--- src/rtl/multi_debounce.sv ---
// N-channel push-button debouncer: 2-FF synchroniser, stability counter, and
// registered press / release (rel) / long-press hold pulses per channel.
module multi_debounce #(
    parameter int N_CH            = 4,
    parameter int DEBOUNCE_CYCLES = 2500000,
    parameter int HOLD_CYCLES     = 50000000,
    parameter int REPEAT_CYCLES   = 10000000,
    parameter int ACTIVE_LOW      = 0
) (
    input  logic            clk,
    input  logic            rst,
    input  logic [N_CH-1:0] but,
    output logic [N_CH-1:0] level,
    output logic [N_CH-1:0] press,
    // 'release' is a reserved word in SystemVerilog, so the release pulse is named rel
    output logic [N_CH-1:0] rel,
    output logic [N_CH-1:0] hold
);

    localparam int HMAX = (HOLD_CYCLES > REPEAT_CYCLES) ? HOLD_CYCLES : REPEAT_CYCLES;
    localparam int DW   = $clog2(DEBOUNCE_CYCLES + 1);
    localparam int HW   = $clog2(HMAX + 1);

    localparam logic [DW-1:0] D_LAST = DW'(DEBOUNCE_CYCLES - 1);
    localparam logic [HW-1:0] H_LAST = HW'(HOLD_CYCLES - 1);
    localparam logic [HW-1:0] R_LAST = HW'((REPEAT_CYCLES > 0) ? REPEAT_CYCLES - 1 : 0);

    logic [N_CH-1:0] b_in;
    assign b_in = (ACTIVE_LOW != 0) ? ~but : but;

    generate
        for (genvar gi = 0; gi < N_CH; gi++) begin : g_ch
            logic          s1_reg;
            logic          s2_reg;
            logic [DW-1:0] cnt_reg;
            logic [HW-1:0] hcnt_reg;
            logic          rep_reg;
            logic          level_reg;
            logic          press_reg;
            logic          rel_reg;
            logic          hold_reg;
            logic          commit;

            // The mismatch run has reached its required length at this edge
            assign commit = (s2_reg != level_reg) && (cnt_reg == D_LAST);

            always_ff @(posedge clk) begin
                if (rst) begin
                    s1_reg    <= 1'b0;
                    s2_reg    <= 1'b0;
                    cnt_reg   <= '0;
                    hcnt_reg  <= '0;
                    rep_reg   <= 1'b0;
                    level_reg <= 1'b0;
                    press_reg <= 1'b0;
                    rel_reg   <= 1'b0;
                    hold_reg  <= 1'b0;
                end else begin
                    s1_reg    <= b_in[gi];
                    s2_reg    <= s1_reg;
                    press_reg <= 1'b0;
                    rel_reg   <= 1'b0;
                    hold_reg  <= 1'b0;

                    if (s2_reg == level_reg) begin
                        cnt_reg <= '0;
                    end else if (!commit) begin
                        cnt_reg <= cnt_reg + 1'b1;
                    end else begin
                        cnt_reg   <= '0;
                        level_reg <= s2_reg;
                        press_reg <= s2_reg;
                        rel_reg   <= ~s2_reg;
                    end

                    // rep_reg marks that the first hold pulse has been issued
                    if (commit || !level_reg) begin
                        hcnt_reg <= '0;
                        rep_reg  <= 1'b0;
                    end else if (!rep_reg) begin
                        if (hcnt_reg == H_LAST) begin
                            hold_reg <= 1'b1;
                            hcnt_reg <= '0;
                            rep_reg  <= 1'b1;
                        end else begin
                            hcnt_reg <= hcnt_reg + 1'b1;
                        end
                    end else if (REPEAT_CYCLES != 0) begin
                        if (hcnt_reg == R_LAST) begin
                            hold_reg <= 1'b1;
                            hcnt_reg <= '0;
                        end else begin
                            hcnt_reg <= hcnt_reg + 1'b1;
                        end
                    end
                end
            end

            assign level[gi] = level_reg;
            assign press[gi] = press_reg;
            assign rel[gi]   = rel_reg;
            assign hold[gi]  = hold_reg;
        end
    endgenerate

endmodule
--- config.mk ---
export PLATFORM = sky130hd
export DESIGN_NAME = multi_debounce
export DESIGN_NICKNAME = d
export VERILOG_FILES = /design/src/rtl/multi_debounce.sv
export SDC_FILE = /design/constraint.sdc
export NUM_CORES = 1
export LEC_CHECK = 0
export BUFFER_PORTS_ARGS = -buffer_cell sky130_fd_sc_hd__buf_2
export CAP_MARGIN = 20
export CORE_AREA = 10 10 153 155
export CTS_CLUSTER_DIAMETER = 30
export DETAILED_ROUTE_END_ITERATION = 10
export DIE_AREA = 0 0 163 165
export PLACE_DENSITY_LB_ADDON = 0.05
export SETUP_SLACK_MARGIN = 0.4
export SLEW_MARGIN = 30
export SYNTH_ARGS = -nofsm -noshare
export SYNTH_HDL_FRONTEND = slang
export SYNTH_SLANG_ARGS = --single-unit
--- constraint.sdc ---
create_clock -name clk -period 2.5 [get_ports clk]
set_input_delay 0.125 -clock clk [delete_from_list [all_inputs] [get_ports clk]]
set_output_delay 0.125 -clock clk [all_outputs]
set_load 0.03 [all_outputs]
* After elaboration in Yosys (flattened, before gate mapping)
Index checks and enable logic that the tools add are counted.
** Storage, ports and cells
- Input bits :: 6
- Flip-flop bits (word level) :: 220
- Output and inout port bits :: 16
- Word-level logic and storage cells :: 132
** Cells by class
- Add/subtract/negate cells :: 8
- Reduce and logical (&&, ||, !) cells :: 28
- Muxes and demuxes :: 28
- Bitwise operators :: 12
- Equal/unequal tests :: 20
** Operators with widths (count)
- $mux W26 :: 12
- $add A26 B1 Y26 const B :: 4
- $eq A26 B24 Y1 const B :: 4
- $eq A26 B26 Y1 const B :: 4
- $add A22 B1 Y22 const B :: 4
- $eq A22 B22 Y1 const B :: 4
- $reduce_or A3 Y1 :: 8
- $mux W1 :: 16
- $not A1 Y1 :: 12
- $reduce_and A2 Y1 :: 4
- $reduce_or A2 Y1 :: 4
- $eq A1 B1 Y1 :: 4
- $logic_and A1 B1 Y1 :: 4
- $logic_not A1 Y1 :: 4
- $logic_or A1 B1 Y1 :: 4
- $ne A1 B1 Y1 :: 4

* Longest topological paths before layout
Gate-level depths: netlist of run 1.
- Word-level depth :: 4
- Gate-level depth with buffers :: 8
- Gate-level depth less buffers :: 5

* Worst setup path after synthesis of run 1
Ideal clock, no wire load.
- Path kind :: register -> register
- From :: register g_ch[2].cnt_reg[12]
- To :: register g_ch[2].hcnt_reg[1]
- Period minus slack after synthesis :: 1.973 ns
- Path slack :: 0.527 ns
- Cell stages (with the launch flop) :: 7
- Arrival time :: 1.821 ns
- Cell sequence :: dfxtp_1 -> or4b_1 -> or4_1 -> o21ai_1 -> buf_4 -> buf_4 -> nor3b_1
** On the way
- Cells in the longest elaborated chain, start to end :: 4
** RTL lines
- start, declared :: RTL line 35 : logic [DW-1:0] cnt_reg;
- start signal, assigned :: RTL line 68 : cnt_reg <= cnt_reg + 1'b1;
- $eq A22 B22 Y1 :: RTL line 45 : assign commit = (s2_reg != level_reg) && (cnt_reg == D_LAST);
- $logic_and A1 B1 Y1 :: RTL line 45
- $logic_or A1 B1 Y1 :: RTL line 77 : if (commit || !level_reg) begin
- $reduce_or A2 Y1 (no line)
- end signal, assigned :: RTL line 86 : hcnt_reg <= hcnt_reg + 1'b1;
- end signal, assigned :: RTL line 93 : hcnt_reg <= hcnt_reg + 1'b1;
- end, declared :: RTL line 36 : logic [HW-1:0] hcnt_reg;
No other way between the ends.
A chain may end at the register's enable or synchronous reset.

* Final worst setup path of run 1
- From :: register g_ch[2].cnt_reg[11]
- To :: register g_ch[2].rep_reg
** On the way
- Cells in the longest elaborated chain, start to end :: 4
** RTL lines
- $eq A22 B22 Y1 :: RTL line 45
- $logic_and A1 B1 Y1 :: RTL line 45
- $logic_or A1 B1 Y1 :: RTL line 77
- $reduce_or A2 Y1 (no line)
- end signal, assigned :: RTL line 53 : rep_reg <= 1'b0;
- end signal, assigned :: RTL line 79 : rep_reg <= 1'b0;
- end signal, assigned :: RTL line 84 : rep_reg <= 1'b1;
- end, declared :: RTL line 37 : logic rep_reg;
No other way between the ends.

==> out/metrics.cfg, run 1 <==
[floorplanning]
die_y_um=165
die-area_um2=26900
coreArea_um2=20170
die-width_um=163
num_rows=52
initial_core_util_pct=51.32
io_pins=22

[finish]
antennaDiodeCount=0
area_growth_pct=21.58
drive_gt1_share_pct=15.05
largest_reg_flops=104
fin_area_um2=12580
regArea_um2=4429
fin_nets=1228
fillers=1769
multiInputGateArea_um2=5554
fin_cells=1519

[yosys]
yosysTopAreaCell=dfxtp_1
postSynthCellCount=1169
syn_avg_cell_area_um2=8.855
syn-cell-area_um2=10350
synth_top_flop_cell=dfxtp_1
yosysMostFrequentCell=dfxtp_1
synth_common_cells=dfxtp_1 (220), nor2_1 (73), nand3_1 (69), nor3_1 (64), nand2_1 (62)
synth_top_area_share_pct=42.55
synth_edf_count=0
syn_nets=1187
synth.distinct_cells=51
synthTopCellsByArea=dfxtp_1 (43%), xor2_1 (4.8%), nand4_1 (3.6%)
yosys_warnings=0
synth_seq_cells=220
async_reset_ff_share_pct=0
seq_area_frac_synth_pct=42.55

[hold_path]
hold_path.class=primary input to register
worstHoldStart=rst
whs_path_depth=2
min_to=g_ch[1].s2_reg$_SDFF_PP0_

[cts]
cts.clk_slew.worst_paths_ns=0.05
clk_path_buf_depth=3
cts-root-buf=clkbuf_16
clock-sinks=220
cts_buffers=47
cts_tree=done
cts-htree-levels=2
clk_latency_ns=0.53

[power_and_ir_drop]
p_int_mw=7.926
seqPwrFrac_pct=35.2
p_leak_nw=3.883
clockPowerShare_pct=64.3
p_sw_mw=2.078
vdd_drop_max_uv=720.9
switching_share_pct=20.77
power_density_nw_per_um2=794.9
combPwrFrac_pct=0.4

[sta]
grt_setup_unrepaired=yes
period_share_pct=81.95
finalSetupViolCount=0
skew_ns=0.02475
hold_viol=0
worst_pin_slew_ns=0.5461
fin_tns_setup_ns=0
drv_slew=0
hold_ws_ns=0.07276
max_freq_mhz=488.1
worst_slack_ns=0.4513
relSlewSlack_pct=63.59
fin_crit_ns=2.049

[global_route]
top_usage_layer=met2
met3_usage_pct=3.460
grt-ovfl-total=0
use_met1_pct=21.11
grt_pass1_vias=8121
grt_max_degree=30
antenna_found_initial=0
grt_pass1_wl_um=37690
grt_use_total_pct=16.04
grt_use_met2_pct=25.62

[detailed_routing]
wl_um=22200
drtPass1Iterations=5
vias_per_cell=5.716
drc=0
vias=8683
wire_per_inst_um=14.61
ant_nets=0
first_iter_violations=379

[setup_path]
start_kind=register
timing.rr.end=g_ch[2].rep_reg$_SDFF_PP0_
path_max_fanout=8
endpoint_kind=register
ff2ff_setup_slack_ns=0.45
cp_data_arrival_time_ns=2.47
cp.required_ns=2.92
reg2regPathDepth=5
r2r_start=g_ch[2].cnt_reg[11]$_SDFF_PP0_
worstSetupPathType=register to register

[flow_run]
drv_cap=0

[placed_design]
gp_congestion=0.7865
placed_cell_area_um2=10610
dp.final_hpwl_um=13890
placedCellCount=1411
place_ws_ns=0.3918
place.port_buffers=21

[status]
status=finished clean

placed cells by master, fill, tap and decap left out, types with 9 or more instances in the layout:
cell type / netlist / routed
nand3_1: 69 / 69
buf_2: 12 / 21
nor4b_1: 9 / 9
dfxtp_1: 220 / 208
xor2_1: 57 / 57
nor4_1: 15 / 15
nor2_1: 73 / 73
clkbuf_16: 0 / 51
or3_1: 45 / 45
xnor2_1: 41 / 41
nor2b_1: 17 / 17
inv_1: 23 / 23
a21oi_1: 43 / 43
o21ai_0: 48 / 45
or4_1: 44 / 40
and4_1: 29 / 29
a211oi_1: 38 / 37
o31ai_1: 39 / 39
buf_4: 21 / 28
ha_1: 12 / 12
and3_1: 23 / 23
nand2_1: 62 / 60
nor3_1: 64 / 64
nand4_1: 60 / 60
worst max-delay path by stage:
stage,from,to,slack (ns),depth (start not counted)
after floorplan,g_ch[2].cnt_reg[12]$_SDFF_PP0_,g_ch[2].hcnt_reg[1]$_SDFF_PP0_,0.53,6
after global placement,g_ch[1].hcnt_reg[7]$_SDFF_PP0_,g_ch[1].hcnt_reg[25]$_SDFF_PP0_,0.44,4
after detailed placement,g_ch[0].hcnt_reg[10]$_SDFF_PP0_,g_ch[0].hcnt_reg[25]$_SDFF_PP0_,0.39,4
after CTS,g_ch[1].hcnt_reg[7]$_SDFF_PP0_,g_ch[1].hcnt_reg[25]$_SDFF_PP0_,0.40,4
after global routing,g_ch[2].cnt_reg[0]$_SDFF_PP0_,g_ch[2].cnt_reg[20]$_SDFF_PP0_,0.36,5
final,g_ch[2].cnt_reg[11]$_SDFF_PP0_,g_ch[2].rep_reg$_SDFF_PP0_,0.45,5
cell families after synthesis:
group | share of synthesized area, %
fa+ha+maj | 1.450
xor+xnor | 8.292
simple gates | 31.79
compound gates | 11.50
flops | 42.55
buf+inv | 4.424
final cells by class:
type	count	share of cell area, %
clock buffer	57	10.13
inverter	23	0.6860
clock inverter	31	3.251
sequential	220	35.20
tap	270	2.684
timing repair buffer	60	3.917
multi-input combinational	858	44.13
metal layers:
metal | part of all wire [%] | up-vias
li1 | - | 4472
met1 | 49 | 4049
met2 | 45 | 124
met3 | 4.0 | 38
met4 | 1.8 | 0
met5 | 0 | -
repair_timing:
action | CTS | global route
pin swaps | 0 | 11
setup buffers | 0 | 12
hold endpoints to repair | 4 | 0
setup endpoints to repair | 1 | 84
resized for setup | 1 | 27
hold buffers | 4 | 0
cloned | 0 | 4
through the flow:
stage	utilization (%)	power, mW
after floorplan	-	3.620
after CTS	61.16	10.12
final	62.39	10.00
after global routing	62.39	10.30
after detailed placement	52.61	3.635
after global placement	52.61	3.635
power by group through the flow:
| stage | Clock, mW | Sequential (mW) | Combinational, mW |
|---|---|---|---|
| final | 6.44 | 3.53 | 0.0426 |
| after global routing | 6.74 | 3.52 | 0.0477 |
| after CTS | 6.55 | 3.53 | 0.0431 |
| after detailed placement | 0 | 3.60 | 0.0383 |
| after global placement | 0 | 3.60 | 0.0385 |
| after floorplan | 0 | 3.59 | 0.0252 |
critical path, stage by stage (launching register included):
cell and delay (ns):
dfxtp_4 0.35, or4b_1 0.51, or4_4 0.45, o21ai_4 0.31, buf_12 0.18, o21ba_4 0.15
Power figures use the tool's default switching activity.
==> inputs of run 2 (changes only) <==
==> constraint.sdc (replaced) <==
create_clock -name clk -period 1.7 [get_ports clk]
set_input_delay 0.085 -clock clk [delete_from_list [all_inputs] [get_ports clk]]
set_output_delay 0.085 -clock clk [all_outputs]
set_load 0.03 [all_outputs]
==> out/metrics.cfg, run 2 (synthesis results as in run 1) <==
[status]
violations=setup timing
status=finished, violations left

[setup_path]
max_stage_delay_ns=0.52
start_kind=register
cp_data_arrival_time_ns=2.45
cp.required_ns=2.12
path_delay_family=simple AND/OR/NAND/NOR gates
path_cells=or4b_4 -> or4_4 -> o21ai_4 -> buf_6 -> buf_12 -> clkbuf_16 -> nor3b_1
endpoint_kind=register
worstSetupPathType=register to register
crit_buf_inv=3
path_max_fanout=7
cpMaxStageDelayCell=or4b_4

[sta]
max_freq_mhz=494.0
grt_setup_unrepaired=yes
hold_viol=0
worst_pin_slew_ns=0.5745
worst_slack_ns=-0.3245
fin_crit_ns=2.024
period_share_pct=119.1
skew_ns=0.01902
finalSetupViolCount=181
relSlewSlack_pct=61.70
drv_slew=0

[cts]
cts_tree=done
cts-htree-levels=2
clk_latency_ns=0.54
cts-root-buf=clkbuf_16
clk_path_buf_depth=3
cts.clk_slew.worst_paths_ns=0.05
clock-sinks=220
cts_buffers=51

[global_route]
grt_pass1_wl_um=48880
grt_pass1_vias=10120
grt_max_degree=30
grt_use_total_pct=21.35
grt-ovfl-total=0
antenna_found_initial=0

[power_and_ir_drop]
total_power_mw=15.25
power_density_nw_per_um2=918.9
vdd_drop_max_uv=1123
p_leak_nw=5.625

[detailed_routing]
wire_per_inst_um=18.37
wl_um=32810
vias=10500
vias_per_cell=5.878
drtPass1Iterations=7
ant_nets=0
first_iter_violations=727
drc=0

[floorplanning]
coreArea_um2=20170
die-width_um=163
num_rows=52
io_pins=22
die-area_um2=26900
initial_core_util_pct=51.32
die_y_um=165

[placed_design]
placedCellCount=1617
place.port_buffers=21
placed_cell_area_um2=12800
dp.final_hpwl_um=16650
gp_congestion=0.8268

[finish]
fin_cells=1786
fin_area_um2=16600
fin_nets=1493
drive_gt1_share_pct=48.15
fin_util_pct=82.29
antennaDiodeCount=0
final_common_cell=buf_4
area_growth_pct=60.34
fillers=1140
largest_reg_flops=104
layout_common_cells=buf_4 (223), dfxtp_1 (157), nand3_1 (61), nand4_1 (60), dfxtp_2 (59)

[hold_path]
hold_path.class=primary input to register

[flow_run]
drv_cap=0

==> run 2: worst paths after layout <==
kind,endpoint,from,slack (ns),depth (start not counted)
setup / recovery,g_ch[1].hcnt_reg[1]$_SDFF_PP0_,g_ch[1].cnt_reg[12]$_SDFF_PP0_,-0.32,7
hold / removal,g_ch[0].s2_reg$_SDFF_PP0_,rst,0.05,2
setup reg to reg,g_ch[1].hcnt_reg[1]$_SDFF_PP0_,g_ch[1].cnt_reg[12]$_SDFF_PP0_,-0.32,7
hold reg to reg,g_ch[2].s2_reg$_SDFF_PP0_,g_ch[2].s1_reg$_SDFF_PP0_,0.44,1
==> run 2: repair_timing <==
action	in CTS	in global routing
setup buffers	38	13
pin swaps	41	46
endpoints found under the hold margin	4	0
setup endpoints to repair	212	214
hold buffers	4	0
cloned	14	6
resized for setup	126	140
==> run 2: routing by layer <==
layer,GRT usage (%),vias up,routed length (µm)
li1,-,4985,-
met1,26.04,5133,13830
met2,36.98,306,16720
met3,3.883,75,1498
met4,7.500,0,765
met5,0,-,0
==> run 2: final cells by class <==
cell class / count / area, µm² / area share, %
multi-input combinational: 859 / 6903 / 41.59
sequential: 220 / 4493 / 27.07
timing repair buffer: 320 / 3009 / 18.13
clock buffer: 55 / 1311 / 7.900
clock inverter: 39 / 456.7 / 2.752
tap: 270 / 337.8 / 2.035
inverter: 23 / 86.33 / 0.5202
==> run 2: report_power, final <==
group	internal, mW	total [mW]	leakage (nW)	switching (mW)
Sequential	5.17	5.18	1.81	0.00823
Clock	6.70	9.95	0.843	3.25
Combinational	0.0489	0.115	2.98	0.0657
Total	11.9	15.3	5.62	3.33
==> run 2: per-stage QoR <==
stage          setup TNS [ns]  setup slack (ns)  hold WS [ns]
2_1_floorplan          -9.640           -0.2028        0.2132
3_3_place_gp           -16.80           -0.2415        0.2960
3_5_place_dp           -19.14           -0.2965        0.3008
4_1_cts                -25.75           -0.2821      0.002105
5_1_grt                -39.91           -0.3659       0.06184
6_report               -32.05           -0.3245       0.04985
==> inputs of run 3 (changes only) <==
--- a/config.mk
+++ b/config.mk
@@ -8,6 +8,7 @@
 export BUFFER_PORTS_ARGS = -buffer_cell sky130_fd_sc_hd__buf_2
 export CAP_MARGIN = 20
 export CORE_AREA = 10 10 153 155
+export CTS_BUF_LIST = sky130_fd_sc_hd__clkbuf_8
 export CTS_CLUSTER_DIAMETER = 30
 export DETAILED_ROUTE_END_ITERATION = 10
 export DIE_AREA = 0 0 163 165
==> out/metrics.cfg, run 3 (synthesis results as in run 1) <==
[setup_path]
r2r_start=g_ch[2].cnt_reg[11]$_SDFF_PP0_
timing.rr.end=g_ch[2].rep_reg$_SDFF_PP0_
reg2regPathDepth=5
start_kind=register
cp_data_arrival_time_ns=2.44
endpoint_kind=register
path_max_fanout=15
cp.required_ns=2.14
worstSetupPathType=register to register
ff2ff_setup_slack_ns=-0.30

[detailed_routing]
first_iter_violations=630
ant_nets=0
drc=0
wl_um=29770
wire_per_inst_um=16.80
drtPass1Iterations=6
vias=10130
vias_per_cell=5.718

[sta]
relSlewSlack_pct=63.76
period_share_pct=117.6
drv_slew=0
fin_crit_ns=1.999
hold_viol=0
grt_setup_unrepaired=yes
worst_slack_ns=-0.2990
worst_pin_slew_ns=0.5436
hold_ws_ns=0.05590
max_freq_mhz=500.2
skew_ns=0.02571
finalSetupViolCount=171

[floorplanning]
num_rows=52
die_y_um=165
coreArea_um2=20170
initial_core_util_pct=51.32
die-area_um2=26900
io_pins=22
die-width_um=163

[cts]
cts_tree=done
cts.clk_slew.worst_paths_ns=0.06
clk_latency_ns=0.57
cts-root-buf=clkbuf_8
cts-htree-levels=2
cts_buffers=53
clk_path_buf_depth=3
clock-sinks=220

[global_route]
grt_max_degree=30
grt_pass1_vias=9893
grt-ovfl-total=0
antenna_found_initial=0
grt_pass1_wl_um=47060
grt_use_total_pct=20.47

[hold_path]
worstHoldStart=rst
min_to=g_ch[3].press_reg$_SDFF_PP0_
whs_path_depth=2
hold_path.class=primary input to register

[flow_run]
drv_cap=0

[finish]
largest_reg_flops=104
antennaDiodeCount=0
drive_gt1_share_pct=46.27
fin_util_pct=78.59
fin_nets=1477
area_growth_pct=53.12
layout_common_cells=buf_4 (218), dfxtp_1 (157), clkbuf_8 (65), nand3_1 (62), nand4_1 (60)
final_common_cell=buf_4

[power_and_ir_drop]
vdd_drop_max_uv=840.1
power_density_nw_per_um2=829.8
p_leak_nw=5.343

[placed_design]
dp.final_hpwl_um=16650
gp_congestion=0.8268
place.port_buffers=21

[status]
status=finished, violations left
violations=setup timing

run 3: cell types whose count changed in the layout (fill, tap and decap cells not counted), moves of 3 or more:
cell / change
nor3_1: +10
a211oi_4: -3
buf_4: -5
nor3_2: -9
inv_6: -9
clkinv_4: -3
bufinv_16: +4
clkbuf_16: -52
a211oi_2: -8
buf_6: -5
a211oi_1: +11
clkbuf_8: +63
run 3: worst max-delay path, cell delays in order, from the launching register on:
cell and delay (ns):
dfxtp_2 0.31, or4b_1 0.50, or4_4 0.47, o21ai_4 0.26
buf_12 0.19, o21ba_4 0.15
run 3: worst max path at each step:
stage                                                from                         endpoint  cells after the start
after global placement    g_ch[1].hcnt_reg[15]$_SDFF_PP0_  g_ch[1].hcnt_reg[23]$_SDFF_PP0_                      4
after detailed placement  g_ch[1].hcnt_reg[15]$_SDFF_PP0_  g_ch[1].hcnt_reg[23]$_SDFF_PP0_                      4
after CTS                  g_ch[2].cnt_reg[11]$_SDFF_PP0_   g_ch[2].level_reg$_SDFFE_PP0P_                      5
after floorplan           g_ch[1].hcnt_reg[10]$_SDFF_PP0_  g_ch[1].hcnt_reg[17]$_SDFF_PP0_                      5
after global routing       g_ch[1].cnt_reg[12]$_SDFF_PP0_  g_ch[1].hcnt_reg[19]$_SDFF_PP0_                      6
final                      g_ch[2].cnt_reg[11]$_SDFF_PP0_       g_ch[2].rep_reg$_SDFF_PP0_                      5
run 3: through the flow:
stage / TNS [ns] / instance area, µm² / power [mW] / setup slack (ns) / instances
global route: -35.18 / 15850 / 13.56 / -0.3312 / 1772
floorplan: -9.640 / 11120 / 5.333 / -0.2028 / 1169
CTS: -22.09 / 15270 / 13.27 / -0.2682 / 1766
detailed placement: -19.14 / 12800 / 5.359 / -0.2965 / 1617
finish: -25.53 / 15850 / 13.15 / -0.2990 / 1772
global placement: -16.80 / 12800 / 5.359 / -0.2415 / 1617
run 3: power breakdown:
part	internal (mW)	leakage [nW]	switching [mW]
Clock	5.19	0.683	2.67
Sequential	5.17	1.81	0.00837
Combinational	0.0504	2.85	0.0643
Total	10.4	5.34	2.75
run 3: routing by layer:
layer / wire, µm / part of all wire, % / up-vias / global-route usage (%)
met5: 0 / 0 / - / 0
met4: 773 / 2.6 / 0 / 7.213
met3: 1070 / 3.6 / 58 / 3.709
met2: 14910 / 50 / 203 / 34.87
met1: 13020 / 44 / 4902 / 25.46
li1: - / - / 4970 / -
run 3: what timing repair did:
item,4_1_cts,5_1_grt
resized for setup,118,119
hold buffers,5,0
buffers inserted,33,3
gates cloned,13,3
pin swaps,35,50
endpoints found under the setup margin,214,215
hold endpoints to repair,6,0
run 3: final cells by class:
cell class              count  area, µm²
well taps                 270      337.8
clock inverters            33      476.7
repair buffers            302       2795
flip-flops and latches    220       4493
fillers                  1305       4319
clock buffers              65      894.6
multi-input cells         859       6766
inverters                  23      86.33
